## src/rtl/lvt_live_value_table_pkg.sv

```systemverilog
`default_nettype none
// ============================================================================
// Module      : lvt_live_value_table_pkg
// Description : Shared types and constants for the live value table.
//               The optional build macro LVT_WRITE_BYPASS_EN is consumed in
//               lvt_read_port and does not affect this package.
// Revision    : 1.0  initial release
// ============================================================================
package lvt_live_value_table_pkg;

    // Default register address width; the table tracks 2**ADDR_WIDTH entries.
    localparam int LVT_ADDR_WIDTH  = 5;

    // A table entry names a write bank. Two banks need only one bit.
    localparam int LVT_ENTRY_WIDTH = 1;

    typedef logic [LVT_ENTRY_WIDTH-1:0] lvt_entry_t;

    localparam lvt_entry_t c_BANK_0 = 1'b0;
    localparam lvt_entry_t c_BANK_1 = 1'b1;

    // Same-cycle write resolution for one entry: port 1 beats port 0, and an
    // entry nobody writes keeps its current bank.
    function automatic lvt_entry_t lvt_resolve(
        input logic       hit_0,
        input logic       hit_1,
        input lvt_entry_t current
    );
        lvt_entry_t result;
        result = current;
        if (hit_0) result = c_BANK_0;
        if (hit_1) result = c_BANK_1;
        return result;
    endfunction

endpackage : lvt_live_value_table_pkg
`default_nettype wire

```

## src/rtl/lvt_live_value_table_if.sv

```systemverilog
`default_nettype none
// ============================================================================
// Module      : lvt_live_value_table_if
// Description : Write/read port bundle of the live value table. The master
//               side issues writes and read addresses and receives the
//               per-read-port bank selectors; the slave side is the table.
// Revision    : 1.0  initial release
// ============================================================================
interface lvt_live_value_table_if
    import lvt_live_value_table_pkg::*;
#(
    parameter int ADDR_WIDTH = LVT_ADDR_WIDTH
);
    logic                  write_enable_0;
    logic [ADDR_WIDTH-1:0] write_addr_0;
    logic                  write_enable_1;
    logic [ADDR_WIDTH-1:0] write_addr_1;
    logic [ADDR_WIDTH-1:0] read_addr_0;
    logic [ADDR_WIDTH-1:0] read_addr_1;
    lvt_entry_t            read_bank_0;
    lvt_entry_t            read_bank_1;

    modport master (
        output write_enable_0, write_addr_0,
        output write_enable_1, write_addr_1,
        output read_addr_0,    read_addr_1,
        input  read_bank_0,    read_bank_1
    );

    modport slave (
        input  write_enable_0, write_addr_0,
        input  write_enable_1, write_addr_1,
        input  read_addr_0,    read_addr_1,
        output read_bank_0,    read_bank_1
    );

endinterface : lvt_live_value_table_if
`default_nettype wire

```

## src/rtl/lvt_live_value_table_read_port.sv

```systemverilog
`default_nettype none
// ============================================================================
// Module      : lvt_read_port
// Description : One read port of the live value table: looks up the entry
//               for read_addr, optionally forwards same-cycle writes, and
//               registers the result so it lines up with the 1-cycle bank
//               RAM read.
//               Build macro LVT_WRITE_BYPASS_EN: when defined, a write to the
//               addressed entry in the same cycle is forwarded (write-first
//               RAMs); when undefined, the pre-write value is returned
//               (read-first RAMs).
// Revision    : 1.0  initial release
// ============================================================================
module lvt_read_port
    import lvt_live_value_table_pkg::*;
#(
    parameter int ADDR_WIDTH = LVT_ADDR_WIDTH,
    parameter int DEPTH      = 2**ADDR_WIDTH
) (
    input  wire logic                  clock,
    input  wire logic                  reset_n,
    input  wire logic [ADDR_WIDTH-1:0] read_addr,
    input  wire lvt_entry_t [DEPTH-1:0] table_entries,
    input  wire logic                  write_enable_0,
    input  wire logic [ADDR_WIDTH-1:0] write_addr_0,
    input  wire logic                  write_enable_1,
    input  wire logic [ADDR_WIDTH-1:0] write_addr_1,
    output lvt_entry_t                 read_bank
);

    lvt_entry_t w_stored;
    lvt_entry_t w_next_bank;
    lvt_entry_t r_read_bank;

    assign w_stored = table_entries[read_addr];

`ifdef LVT_WRITE_BYPASS_EN
    logic w_hit_0;
    logic w_hit_1;

    assign w_hit_0 = write_enable_0 && (write_addr_0 == read_addr);
    assign w_hit_1 = write_enable_1 && (write_addr_1 == read_addr);

    // Forward a same-cycle write to this address, port 1 taking priority.
    always_comb begin
        w_next_bank = lvt_resolve(w_hit_0, w_hit_1, w_stored);
    end
`else
    // Write ports are only needed for forwarding; tie them off here.
    logic w_unused_write_ports;
    assign w_unused_write_ports = &{1'b0, write_enable_0, write_addr_0,
                                   write_enable_1, write_addr_1};

    // Read-first: report the table as it stood before this cycle's writes.
    always_comb begin
        w_next_bank = w_stored;
    end
`endif

    // Output register, re-sampled every cycle; reset reports bank 0.
    always_ff @(posedge clock or negedge reset_n) begin
        if (!reset_n) begin
            r_read_bank <= c_BANK_0;
        end else begin
            r_read_bank <= w_next_bank;
        end
    end

    assign read_bank = r_read_bank;

endmodule : lvt_read_port
`default_nettype wire

```

## src/rtl/lvt_live_value_table.sv

```systemverilog
`default_nettype none
// ============================================================================
// Module      : lvt_live_value_table
// Description : Live value table for a 2-write/2-read LVT register file.
//               Records which write bank holds the live value of each
//               register and supplies a registered bank selector per read
//               port. The table is a flop array so that the asynchronous
//               reset clears every entry.
//               Build macro LVT_WRITE_BYPASS_EN selects write-first read
//               behaviour (see lvt_read_port).
// Revision    : 1.0  initial release
// ============================================================================
module lvt_live_value_table
    import lvt_live_value_table_pkg::*;
#(
    parameter int ADDR_WIDTH = LVT_ADDR_WIDTH,
    parameter int DEPTH      = 2**ADDR_WIDTH
) (
    input  wire logic             clock,
    input  wire logic             reset_n,
    lvt_live_value_table_if.slave bus
);

    lvt_entry_t [DEPTH-1:0] r_table;

    // Table update; the port-1 assignment comes last so it wins a same-address
    // collision. A reset arriving with a write discards that write.
    always_ff @(posedge clock or negedge reset_n) begin
        if (!reset_n) begin
            r_table <= {DEPTH{c_BANK_0}};
        end else begin
            if (bus.write_enable_0) begin
                r_table[bus.write_addr_0] <= c_BANK_0;
            end
            if (bus.write_enable_1) begin
                r_table[bus.write_addr_1] <= c_BANK_1;
            end
        end
    end

    lvt_read_port #(
        .ADDR_WIDTH (ADDR_WIDTH),
        .DEPTH      (DEPTH)
    ) u_read_port_0 (
        .clock          (clock),
        .reset_n        (reset_n),
        .read_addr      (bus.read_addr_0),
        .table_entries  (r_table),
        .write_enable_0 (bus.write_enable_0),
        .write_addr_0   (bus.write_addr_0),
        .write_enable_1 (bus.write_enable_1),
        .write_addr_1   (bus.write_addr_1),
        .read_bank      (bus.read_bank_0)
    );

    lvt_read_port #(
        .ADDR_WIDTH (ADDR_WIDTH),
        .DEPTH      (DEPTH)
    ) u_read_port_1 (
        .clock          (clock),
        .reset_n        (reset_n),
        .read_addr      (bus.read_addr_1),
        .table_entries  (r_table),
        .write_enable_0 (bus.write_enable_0),
        .write_addr_0   (bus.write_addr_0),
        .write_enable_1 (bus.write_enable_1),
        .write_addr_1   (bus.write_addr_1),
        .read_bank      (bus.read_bank_1)
    );

endmodule : lvt_live_value_table
`default_nettype wire

```

## src/flat_wrapper.sv

```systemverilog
// flat-port wrapper written by rule: the top's interface ports become plain ports
module lvt_live_value_table_flat import lvt_live_value_table_pkg::*;
#(
    parameter int ADDR_WIDTH = LVT_ADDR_WIDTH,
    parameter int DEPTH      = 2**ADDR_WIDTH
)
  (clock, reset_n, bus_write_enable_0, bus_write_addr_0, bus_write_enable_1, bus_write_addr_1, bus_read_addr_0, bus_read_addr_1, bus_read_bank_0, bus_read_bank_1);
  lvt_live_value_table_if #(.ADDR_WIDTH(ADDR_WIDTH)) bus_i ();
  input  wire logic clock;
  input  wire logic reset_n;
  input wire logic [$bits(bus_i.write_enable_0)-1:0] bus_write_enable_0;
  input wire logic [$bits(bus_i.write_addr_0)-1:0] bus_write_addr_0;
  input wire logic [$bits(bus_i.write_enable_1)-1:0] bus_write_enable_1;
  input wire logic [$bits(bus_i.write_addr_1)-1:0] bus_write_addr_1;
  input wire logic [$bits(bus_i.read_addr_0)-1:0] bus_read_addr_0;
  input wire logic [$bits(bus_i.read_addr_1)-1:0] bus_read_addr_1;
  output wire logic [$bits(bus_i.read_bank_0)-1:0] bus_read_bank_0;
  output wire logic [$bits(bus_i.read_bank_1)-1:0] bus_read_bank_1;
  assign bus_i.write_enable_0 = bus_write_enable_0;
  assign bus_i.write_addr_0 = bus_write_addr_0;
  assign bus_i.write_enable_1 = bus_write_enable_1;
  assign bus_i.write_addr_1 = bus_write_addr_1;
  assign bus_i.read_addr_0 = bus_read_addr_0;
  assign bus_i.read_addr_1 = bus_read_addr_1;
  assign bus_read_bank_0 = bus_i.read_bank_0;
  assign bus_read_bank_1 = bus_i.read_bank_1;
  lvt_live_value_table #(.ADDR_WIDTH(ADDR_WIDTH), .DEPTH(DEPTH)) u_core (.clock(clock), .reset_n(reset_n), .bus(bus_i));
endmodule
```

## config.mk

```make
export PLATFORM = sky130hd
export DESIGN_NAME = lvt_live_value_table_flat
export DESIGN_NICKNAME = d
export VERILOG_FILES = /design/src/rtl/lvt_live_value_table_pkg.sv /design/src/rtl/lvt_live_value_table_if.sv /design/src/rtl/lvt_live_value_table_read_port.sv /design/src/rtl/lvt_live_value_table.sv /design/src/flat_wrapper.sv
export SDC_FILE = /design/constraint.sdc
export NUM_CORES = 1
export LEC_CHECK = 0
export BUFFER_PORTS_ARGS = -buffer_cell sky130_fd_sc_hd__buf_4
export CAP_MARGIN = 25
export CORE_AREA = 2 2 74 76
export CTS_CLUSTER_DIAMETER = 200
export CTS_CLUSTER_SIZE = 20
export DETAILED_ROUTE_END_ITERATION = 6
export DIE_AREA = 0 0 76 78
export PLACE_DENSITY_LB_ADDON = 0.1
export SLEW_MARGIN = 30
export SYNTH_ARGS = -nofsm -noshare
export SYNTH_HDL_FRONTEND = slang
export SYNTH_SLANG_ARGS = --single-unit
```

## constraint.sdc

```tcl
create_clock -name clock -period 2.1 [get_ports clock]
set_input_delay 0 -clock clock [delete_from_list [all_inputs] [get_ports clock]]
set_output_delay 0 -clock clock [all_outputs]
set_load 0.005 [all_outputs]
```

==> out/metrics.yaml, run 1 <==
status:
  outcome: "completed"
pwr:
  sum_of_internal_switching_and_leakage_power_mw: 1.87
  power.leakage_nw: 0.982
  power.density_nw_per_um2: 811
  max-vdd-ir-drop_uv: 346
die:
  design.die.area_sq_um: 5930
  core_area_sq_um: 5040
  floorplan.die.height_um: 78
  floorplan.die.width_um: 76
  core.rowCount: 26
  io_pins: 26
  initial_utilization_pct: 39.8
global_routing:
  number_of_antenna_violations_at_the_first_check_in_global_routing: 0
  total_routing_resource_utilization_after_global_routing_pct: 21.0
  grt_start_max_net_pins: 35
  grt_pass1_vias: 1731
  global_route.overflow_total: 0
  grt_pass1_wl_um: 9520
placed_design:
  placed_cell_area_sq_um: 2210
  io_buffers: 25
  dpl.cell_count: 298
  hpwl_reported_at_the_end_of_detailed_placement_um: 4150
  place_worst_setup_slack_ps: 802
  gpl.final_weighted_congestion: 0.821
clock_network:
  clk_pin_slew_worst_paths_ps: 70
  cts_root_buffer: "clkbuf_8"
  tritoncts.num_buffers: 5
  latest_clock_arrival_within_the_worst_skew_pair_ps: 290
  postCtsSetupBuffers: 0
  cts_max_path_buffers: 2
  cts_htree_levels: 2
  tritoncts_clock_tree: "yes"
  cts_sinks: 34
routing:
  route.detailed.drc: 0
  detail_route.vias_per_cell: 5.78
  antenna_violating_nets_post_route: 0
  detail_route.wirelength_um: 5820
  routed_via_count: 1774
  drt_first_iter_violations: 112
  wl_per_cell_um: 19.0
  detail_route.first_pass.iterations: 4
synthesis:
  ys_seq_elements: 34
  seq_area_frac_synth_pct: 42.4
  synth_cells: 209
  syn-mean-instance-area_sq_um: 9.59
  synth.yosys.warnings: 0
  synthesis.nets: 233
  syn-cell-area_sq_um: 2000
  netlist-cell-type-count: 22
worst_setup_path:
  critical_path_class: "flop to flop"
  critical_path.max_fanout: 3
  reg2regPathDepth: 5
  cp-end-kind: "flop"
  worstPathRequired_ps: 2270
  crit_path_start_kind: "flop"
  arrival_ps: 1480
sta:
  setup_violations: 0
  timing.max_slew.rel_slack_pct: 67.2
  worst_slew_pin_slew_ps: 490
  finalWorstPathRequiredPeriod_ps: 1310
  report.final.slew_viol_count: 0
  grt_setup_unrepaired: "false"
  final_critical_path_setup_slack_ps: 795
  peak_freq_ghz: 0.766
  tns_ps: 0
  layout_worst_path_cycle_share_pct: 62.2
  hold_viol: 0
  skew_ps: 6.23
hold_path:
  hp-class: "primary input to flop"
  timing.hold.worst_path_depth: 3
finish:
  final_design_area_no_fill_sq_um: 2310
  post_route_cells_drive_above_1_share_pct: 15.6
  syn_to_final_growth_pct: 15.2
  diode_insertion_count_for_antenna_repair: 0
  multiInputGateArea_sq_um: 1080
  num-fill-cells: 514
  nNetsFinal: 260
  sequential_cell_area_sq_um: 851
  fin_cells: 307
flow_run:
  max_cap_viol_count: 0
==> through the flow <==
step / util, % / hold slack (ps)
global placement: 43.8 / -19.4
finish: 45.8 / 105
CTS: 45.8 / 97.0
detailed placement: 43.8 / -20.2
global route: 45.8 / 135
floorplan: - / -296
==> per-layer routing <==
metal  wire length (um)  GRT usage, %  share of wire, %
met5                  0             0                 0
met4                 65          6.55               1.1
met3                379          3.37               6.5
met2               2450          31.1                42
met1               2930          31.6                50
==> cell type report <==
type | count | area share (%)
Clock buffer | 7 | 3.74
Clock inverter | 1 | 0.217
Multi-Input combinational cell | 169 | 46.9
Sequential cell | 34 | 36.8
Tap cell | 70 | 3.79
Timing Repair Buffer | 26 | 8.56
==> critical path, stage by stage, from the launching register on <==
cell,delay (ps)
dfrtp_1,410
mux2i_1,180
a22oi_1,90
nand4b_1,130
a21oi_1,50
a311o_1,330
==> flip-flops by register name, summed over array words and instances (netlist names) <==
signal and flops:
u_core.u_read_port_0.read_bank 1, u_core.r_table 32, u_core.u_read_port_1.read_bank 1
==> timing repair <==
| item | 4_1_cts | 5_1_grt |
|---|---|---|
| gates resized for setup | 0 | 0 |
| hold buffers | 1 | 0 |
| endpoints found under the hold margin | 34 | 0 |
==> kinds of logic (layout without fill, tap and decap cells) <==
group	after synthesis	count (layout)	synth area share [%]
buffers and inverters	6	34	3.56
AO/OA/AOI/OAI	82	82	22.2
multiplexers	32	32	16.0
flip-flops	34	34	42.4
AND/OR/NAND/NOR	55	55	15.8
==> worst paths after layout <==
check	start	endpoint	slack, ps
setup reg to reg	u_core.r_table[23]$_DFF_PN0_	u_core.u_read_port_1.read_bank$_DFF_PN0_	790
setup / recovery	u_core.r_table[23]$_DFF_PN0_	u_core.u_read_port_1.read_bank$_DFF_PN0_	790
max in group asynchronous	reset_n	u_core.r_table[6]$_DFF_PN0_	1580
hold / removal	bus_write_addr_1[2]	u_core.r_table[28]$_DFF_PN0_	100
min in group asynchronous	reset_n	u_core.r_table[8]$_DFF_PN0_	190
hold reg to reg	u_core.r_table[5]$_DFF_PN0_	u_core.r_table[5]$_DFF_PN0_	540
==> Yosys cell counts <==
master,number,area [sq um]
a211oi_1,2,15.0
a21oi_1,6,30.0
a22oi_1,8,60.1
a311o_1,2,20.0
and2_1,2,12.5
and2b_1,2,15.0
buf_12,2,40.0
buf_2,1,5.00
buf_6,2,22.5
clkbuf_1,1,3.75
dfrtp_1,34,851
mux2i_1,32,320
nand2_1,15,56.3
nand2b_1,2,12.5
nand3_1,8,40.0
nand3b_1,10,75.1
nand4b_1,2,17.5
nor2_1,5,18.8
nor2b_1,2,12.5
o21ai_0,64,320
or3_1,2,12.5
or3b_2,5,43.8
==> report_power, final <==
part | internal [mW] | total [mW] | switching, mW
Combinational | 0.202 | 0.441 | 0.239
Clock | 0.265 | 0.510 | 0.246
Sequential | 0.807 | 0.922 | 0.115
Total | 1.27 | 1.87 | 0.600
==> cell usage in the layout, fill, tap and decap left out, types with 2 or more instances in the layout <==
| cell | n |
|---|---|
| a311o_1 | 2 |
| a21oi_1 | 6 |
| or3_1 | 2 |
| o21ai_0 | 64 |
| a22oi_1 | 8 |
| a211oi_1 | 2 |
| nand3_1 | 8 |
| and2b_1 | 2 |
| nand2_1 | 15 |
| and2_1 | 2 |
| buf_4 | 25 |
| nor2_1 | 5 |
| nor2b_1 | 2 |
| nand4b_1 | 2 |
| clkbuf_8 | 6 |
| or3b_2 | 5 |
| nand2b_1 | 2 |
| mux2i_1 | 32 |
| dfrtp_1 | 34 |
| nand3b_1 | 10 |
Note: power is estimated with default switching activity, not from simulation.
==> inputs of run 2 (changes only) <==
Settings changed: ABC_AREA set to 1, CORE_AREA 2 2 74 76 to 2 2 75 77, DIE_AREA 0 0 76 78 to 0 0 77 79.
Clock period 2.1 ns to 1.34 ns, I/O delays scaled along.
==> run 2 against run 1 <==
Compared with the run above: sequential share of layout area is 0.99 points lower; first-iteration DRC count is 24% higher; utilization is 1.3 points lower; highest routed layer unchanged; flip-flop and latch count stayed put; wire length is 4.1% higher; via count is 17% higher; final area is 2.8% higher; maximum frequency is 28% higher.
==> out/metrics.yaml, run 2 <==
worst_setup_path:
  worstPathRequired_ps: 1520
  max_stage_delay_ps: 430
  crit_path_start_kind: "flop"
  critical_path_class: "flop to flop"
  worstPathCellList: "nand2_1 -> nand3_1 -> nand3_1 -> nand2_1 -> nand2_1 -> nand2_1 -> nand2_1 -> nand2_1"
  cp_slowest_cell: "dfrtp_1"
  cp-end-kind: "flop"
  arrival_ps: 1200
  critical_path.max_fanout: 3
  most_numerous_cell_on_the_critical_path: "nand2_1"
  critical-path-top-delay-family: "simple AND/OR/NAND/NOR gates"
  critical_path_buf_inv_count: 0
routing:
  antenna_violating_nets_post_route: 0
  routed_via_count: 2067
  detail_route.wirelength_um: 6060
  wl_per_cell_um: 15.6
  drt_first_iter_violations: 139
  detail_route.vias_per_cell: 5.33
  route.detailed.drc: 0
  detail_route.first_pass.iterations: 4
finish:
  syn_to_final_growth_pct: 16.7
  largest_register_ffs: 32
  post_route_cells_drive_above_1_share_pct: 11.7
  finalCoreUtilization_pct: 44.5
  diode_insertion_count_for_antenna_repair: 0
  mostFrequentLayoutCell: "nand2_1"
  mostFrequentLayoutCells: "91 x nand2_1, 70 x nand3_1, 64 x o21ai_0"
  nNetsFinal: 339
  regMostFlops: "u_core.r_table"
global_routing:
  total_routing_resource_utilization_after_global_routing_pct: 21.1
  grt_start_max_net_pins: 35
  grt_pass1_vias: 1939
  grt_pass1_wl_um: 9920
  number_of_antenna_violations_at_the_first_check_in_global_routing: 0
  global_route.overflow_total: 0
sta:
  worst_slew_pin_slew_ps: 447
  layout_worst_path_cycle_share_pct: 76.0
  grt_setup_unrepaired: "false"
  timing.max_slew.rel_slack_pct: 70.2
  finalWorstPathRequiredPeriod_ps: 1020
  hold_viol: 0
  report.final.slew_viol_count: 0
  peak_freq_ghz: 0.982
  skew_ps: 6.68
  tns_ps: 0
  setup_violations: 0
placed_design:
  gpl.final_weighted_congestion: 0.854
  hpwl_reported_at_the_end_of_detailed_placement_um: 4540
  io_buffers: 25
die:
  floorplan.die.width_um: 77
  floorplan.die.height_um: 79
  design.die.area_sq_um: 6080
  core_area_sq_um: 5340
  initial_utilization_pct: 38.1
  io_pins: 26
  core.rowCount: 27
clock_network:
  cts_htree_levels: 2
  postCtsSetupBuffers: 0
  cts_root_buffer: "clkbuf_8"
  tritoncts_clock_tree: "yes"
  clk_pin_slew_worst_paths_ps: 70
  cts_sinks: 34
  tritoncts.num_buffers: 5
  latest_clock_arrival_within_the_worst_skew_pair_ps: 280
  cts_max_path_buffers: 2
synthesis:
  synth_edf_count: 0
  synth_cells: 288
  yosysMostFrequentCell: "nand2_1"
  syn-mean-instance-area_sq_um: 7.06
  leading_area_contributor_after_synthesis: "dfrtp_1"
  seq_area_frac_synth_pct: 41.8
  ys_seq_elements: 34
  synth.top_cells.by_area: "dfrtp_1 42%, nand3_1 17%, nand2_1 17%"
  netlist-cell-type-count: 11
  synthesis.nets: 312
  synth.yosys.warnings: 0
  synth_top_area_share_pct: 41.8
  asyncSetResetFlopFracSynth_pct: 100
  syn-cell-area_sq_um: 2030
  synth.cells.most_frequent: "91 x nand2_1, 70 x nand3_1, 64 x o21ai_0, 34 x dfrtp_1, 15 x inv_1"
  main_synth_ff_type: "dfrtp_1"
status:
  outcome: "completed"
flow_run:
  max_cap_viol_count: 0
pwr:
  power.density_nw_per_um2: 1290
  power.leakage_nw: 1.11
  max-vdd-ir-drop_uv: 672
hold_path:
  hp-class: "primary input to flop"
run 2: routing by layer:
| layer | vias to the layer above | track usage, % | share of wire [%] |
|---|---|---|---|
| li1 | 1030 | - | - |
| met1 | 952 | 29.3 | 45 |
| met2 | 76 | 33.6 | 45 |
| met3 | 9 | 3.75 | 7.5 |
| met4 | 0 | 7.14 | 1.8 |
| met5 | - | 0 | 0 |
run 2: report_power, final:
part | internal [mW] | total (mW) | leakage (nW) | switching [mW]
clock network | 0.519 | 0.891 | 0.0575 | 0.372
logic | 0.286 | 0.686 | 0.631 | 0.400
registers | 1.26 | 1.49 | 0.418 | 0.224
run 2: area by class of cell:
class / count / area (sq um)
Clock buffer: 8 / 110
Fill cell: 601 / 2960
Sequential cell: 34 / 851
Multi-Input combinational cell: 227 / 1020
Timing Repair Buffer: 28 / 218
Inverter: 19 / 81.3
Tap cell: 72 / 90.1
run 2: worst paths after layout:
check / startpoint / to / slack [ps] / cells after the start
worst max-delay path: u_core.r_table[1]$_DFF_PN0_ / u_core.u_read_port_0.read_bank$_DFF_PN0_ / 320 / 8
worst min-delay path: bus_read_addr_0[3] / u_core.u_read_port_0.read_bank$_DFF_PN0_ / 20 / 5
worst max register to register: u_core.r_table[1]$_DFF_PN0_ / u_core.u_read_port_0.read_bank$_DFF_PN0_ / 320 / 8
worst min register to register: u_core.r_table[29]$_DFF_PN0_ / u_core.r_table[29]$_DFF_PN0_ / 550 / 2
max in group asynchronous: reset_n / u_core.r_table[19]$_DFF_PN0_ / 820 / 2
min in group asynchronous: reset_n / u_core.u_read_port_1.read_bank$_DFF_PN0_ / 200 / 2
run 2: logic make-up (layout without fill, tap and decap cells):
| family | Yosys count | after routing | synth area share [%] |
|---|---|---|---|
| and+or+nand+nor | 163 | 163 | 34.6 |
| AOI/OAI and AO/OA | 64 | 64 | 15.8 |
| DFF | 34 | 34 | 41.8 |
| buffers and inverters | 27 | 55 | 7.82 |
run 2: through the flow:
step | instance area, sq um | power [mW] | cells | worst slack, ps | hold WS [ps]
after floorplan | 2030 | 1.89 | 288 | 448 | -296
after global placement | 2230 | 2.17 | 377 | 323 | -17.0
after detailed placement | 2230 | 2.18 | 377 | 332 | -25.9
after CTS | 2370 | 3.07 | 388 | 322 | 18.3
after global routing | 2370 | 3.26 | 388 | 213 | 33.5
final | 2370 | 3.06 | 388 | 322 | 18.7
run 2: repair_timing:
action | 4_1_cts | 5_1_grt
gates resized for setup | 0 | 0
hold endpoints to repair | 36 | 0
hold buffers | 3 | 0
run 2: worst reg2reg max path: stages, from the launching register on:
cell     delay [ps]
dfrtp_1         430
nand2_1          90
nand3_1          80
nand3_1          80
nand2_1          60
nand2_1          50
nand2_1          50
nand2_1          50
nand2_1          40
==> inputs of run 3 (changes only) <==
Clock period 1.34 ns to 0.89 ns, I/O delays scaled along.
==> run 3 against run 2 <==
Compared with the run above: the run now ends with negative setup slack left; die area unchanged; hold slack got worse by 9.9 ps; via count grew 3.7%; power grew 50%; global-route usage rose by 2.0 points; final cell count increased by 3.1%; critical path type unchanged.
==> out/metrics.yaml, run 3 (same netlist as run 2, synthesis figures left out) <==
placed_design:
  hpwl_reported_at_the_end_of_detailed_placement_um: 4770
  io_buffers: 25
  gpl.final_weighted_congestion: 0.868
  dpl.cell_count: 386
die:
  core_area_sq_um: 5340
  design.die.area_sq_um: 6080
  initial_utilization_pct: 38.1
  core.rowCount: 27
  io_pins: 26
  floorplan.die.height_um: 79
  floorplan.die.width_um: 77
finish:
  diode_insertion_count_for_antenna_repair: 0
  sequential_cell_area_sq_um: 851
  mostFrequentLayoutCell: "nand2_1"
  regMostFlops: "u_core.r_table"
  mostFrequentLayoutCells: "91 x nand2_1, 66 x nand3_1, 64 x o21ai_0"
  nNetsFinal: 351
  post_route_cells_drive_above_1_share_pct: 16.2
  num-fill-cells: 612
  largest_register_ffs: 32
  multiInputGateArea_sq_um: 1040
  fin_cells: 400
  syn_to_final_growth_pct: 22.0
global_routing:
  grt_pass1_vias: 2100
  global_route.overflow_total: 0
  number_of_antenna_violations_at_the_first_check_in_global_routing: 0
  grt_pass1_wl_um: 10900
  grt_start_max_net_pins: 35
  total_routing_resource_utilization_after_global_routing_pct: 23.1
routing:
  detail_route.vias_per_cell: 5.36
  routed_via_count: 2143
  detail_route.first_pass.iterations: 5
  wl_met2_um: 2840
  routed.top_layer: "met4"
  routed_length_on_met3_um: 304
  route.detailed.drc: 0
  detail_route.wirelength.met1_um: 3070
  drt_first_iter_violations: 164
  wl_per_cell_um: 16.0
  antenna_violating_nets_post_route: 0
  detail_route.wirelength_um: 6380
pwr:
  sum_of_internal_switching_and_leakage_power_mw: 4.59
  max-vdd-ir-drop_uv: 930
  power.density_nw_per_um2: 1850
  power.leakage_nw: 1.16
sta:
  whs_ps: 8.79
  final_critical_path_setup_slack_ps: -128
  hold_viol: 0
  worst_slew_pin_slew_ps: 435
  layout_worst_path_cycle_share_pct: 114
  setup_violations: 2
  peak_freq_ghz: 0.982
  timing.max_slew.rel_slack_pct: 71.0
  skew_ps: 7.10
  tns_ps: -249
  report.final.slew_viol_count: 0
  finalWorstPathRequiredPeriod_ps: 1020
  grt_setup_unrepaired: "true"
status:
  outcome: "complete, but fails checks"
  failed_checks: "negative setup slack"
worst_setup_path:
  critical_path.max_fanout: 3
  arrival_ps: 1210
  critical_path_class: "flop to flop"
  cp-end-kind: "flop"
  worstPathRequired_ps: 1080
  crit_path_start_kind: "flop"
flow_run:
  max_cap_viol_count: 0
clock_network:
  cts_sinks: 34
  latest_clock_arrival_within_the_worst_skew_pair_ps: 290
  cts_root_buffer: "clkbuf_8"
  cts_htree_levels: 2
  tritoncts_clock_tree: "yes"
  clk_pin_slew_worst_paths_ps: 70
  cts_max_path_buffers: 2
  tritoncts.num_buffers: 5
hold_path:
  hp-class: "primary input to flop"
-- run 3: stage by stage --
step	util [%]	worst slack [ps]	area (sq um)
3_5_place_dp	43.3	-150	2310
3_3_place_gp	43.3	-145	2310
2_1_floorplan	-	-2.12	2030
6_report	46.5	-128	2480
5_1_grt	46.5	-264	2480
4_1_cts	46.2	-138	2470
-- run 3: worst paths after layout --
check / startpoint / cells after the start / slack (ps) / endpoint
worst min-delay path: bus_read_addr_0[3] / 5 / 9 / u_core.u_read_port_0.read_bank$_DFF_PN0_
worst min register to register: u_core.r_table[25]$_DFF_PN0_ / 2 / 540 / u_core.r_table[25]$_DFF_PN0_
worst max-delay path: u_core.r_table[15]$_DFF_PN0_ / 8 / -130 / u_core.u_read_port_1.read_bank$_DFF_PN0_
max in group asynchronous: reset_n / 2 / 390 / u_core.r_table[16]$_DFF_PN0_
min in group asynchronous: reset_n / 2 / 200 / u_core.r_table[6]$_DFF_PN0_
worst max register to register: u_core.r_table[15]$_DFF_PN0_ / 8 / -130 / u_core.u_read_port_1.read_bank$_DFF_PN0_
-- run 3: routing by layer --
layer / GRT usage, % / vias up
met3: 4.32 / 16
met5: 0 / -
met2: 37.5 / 77
li1: - / 1054
met4: 7.86 / 0
met1: 31.3 / 996
-- run 3: what timing repair did --
item                                    in CTS  in global routing
buffers inserted                             2                  1
endpoints found under the setup margin       2                  2
pin swaps                                    7                  1
endpoints found under the hold margin       36                  0
hold buffers                                 3                  0
resized for setup                            3                  1
-- run 3: final cells by class --
type | count | share of cell area [%]
clock inverter | 2 | 0.504
sequential | 34 | 34.3
tap | 72 | 3.63
clock buffer | 6 | 3.33
timing repair buffer | 40 | 12.9
inverter | 19 | 3.28
multi-input combinational | 227 | 42.1
-- run 3: where the power goes --
group          switching (mW)  total, mW  internal, mW
clock network           0.585       1.21         0.621
logic                   0.645       1.16         0.511
registers               0.325       2.23          1.90
total                    1.55       4.59          3.03
-- run 3: critical path: stages, from the launching register on --
cell and delay [ps]:
dfrtp_1 420, nand2_1 80, nand3_1 70, nand3_2 90, nand2_1 50, nand2_1 50, nand2_1 50, nand2_1 50
nand2_1 50
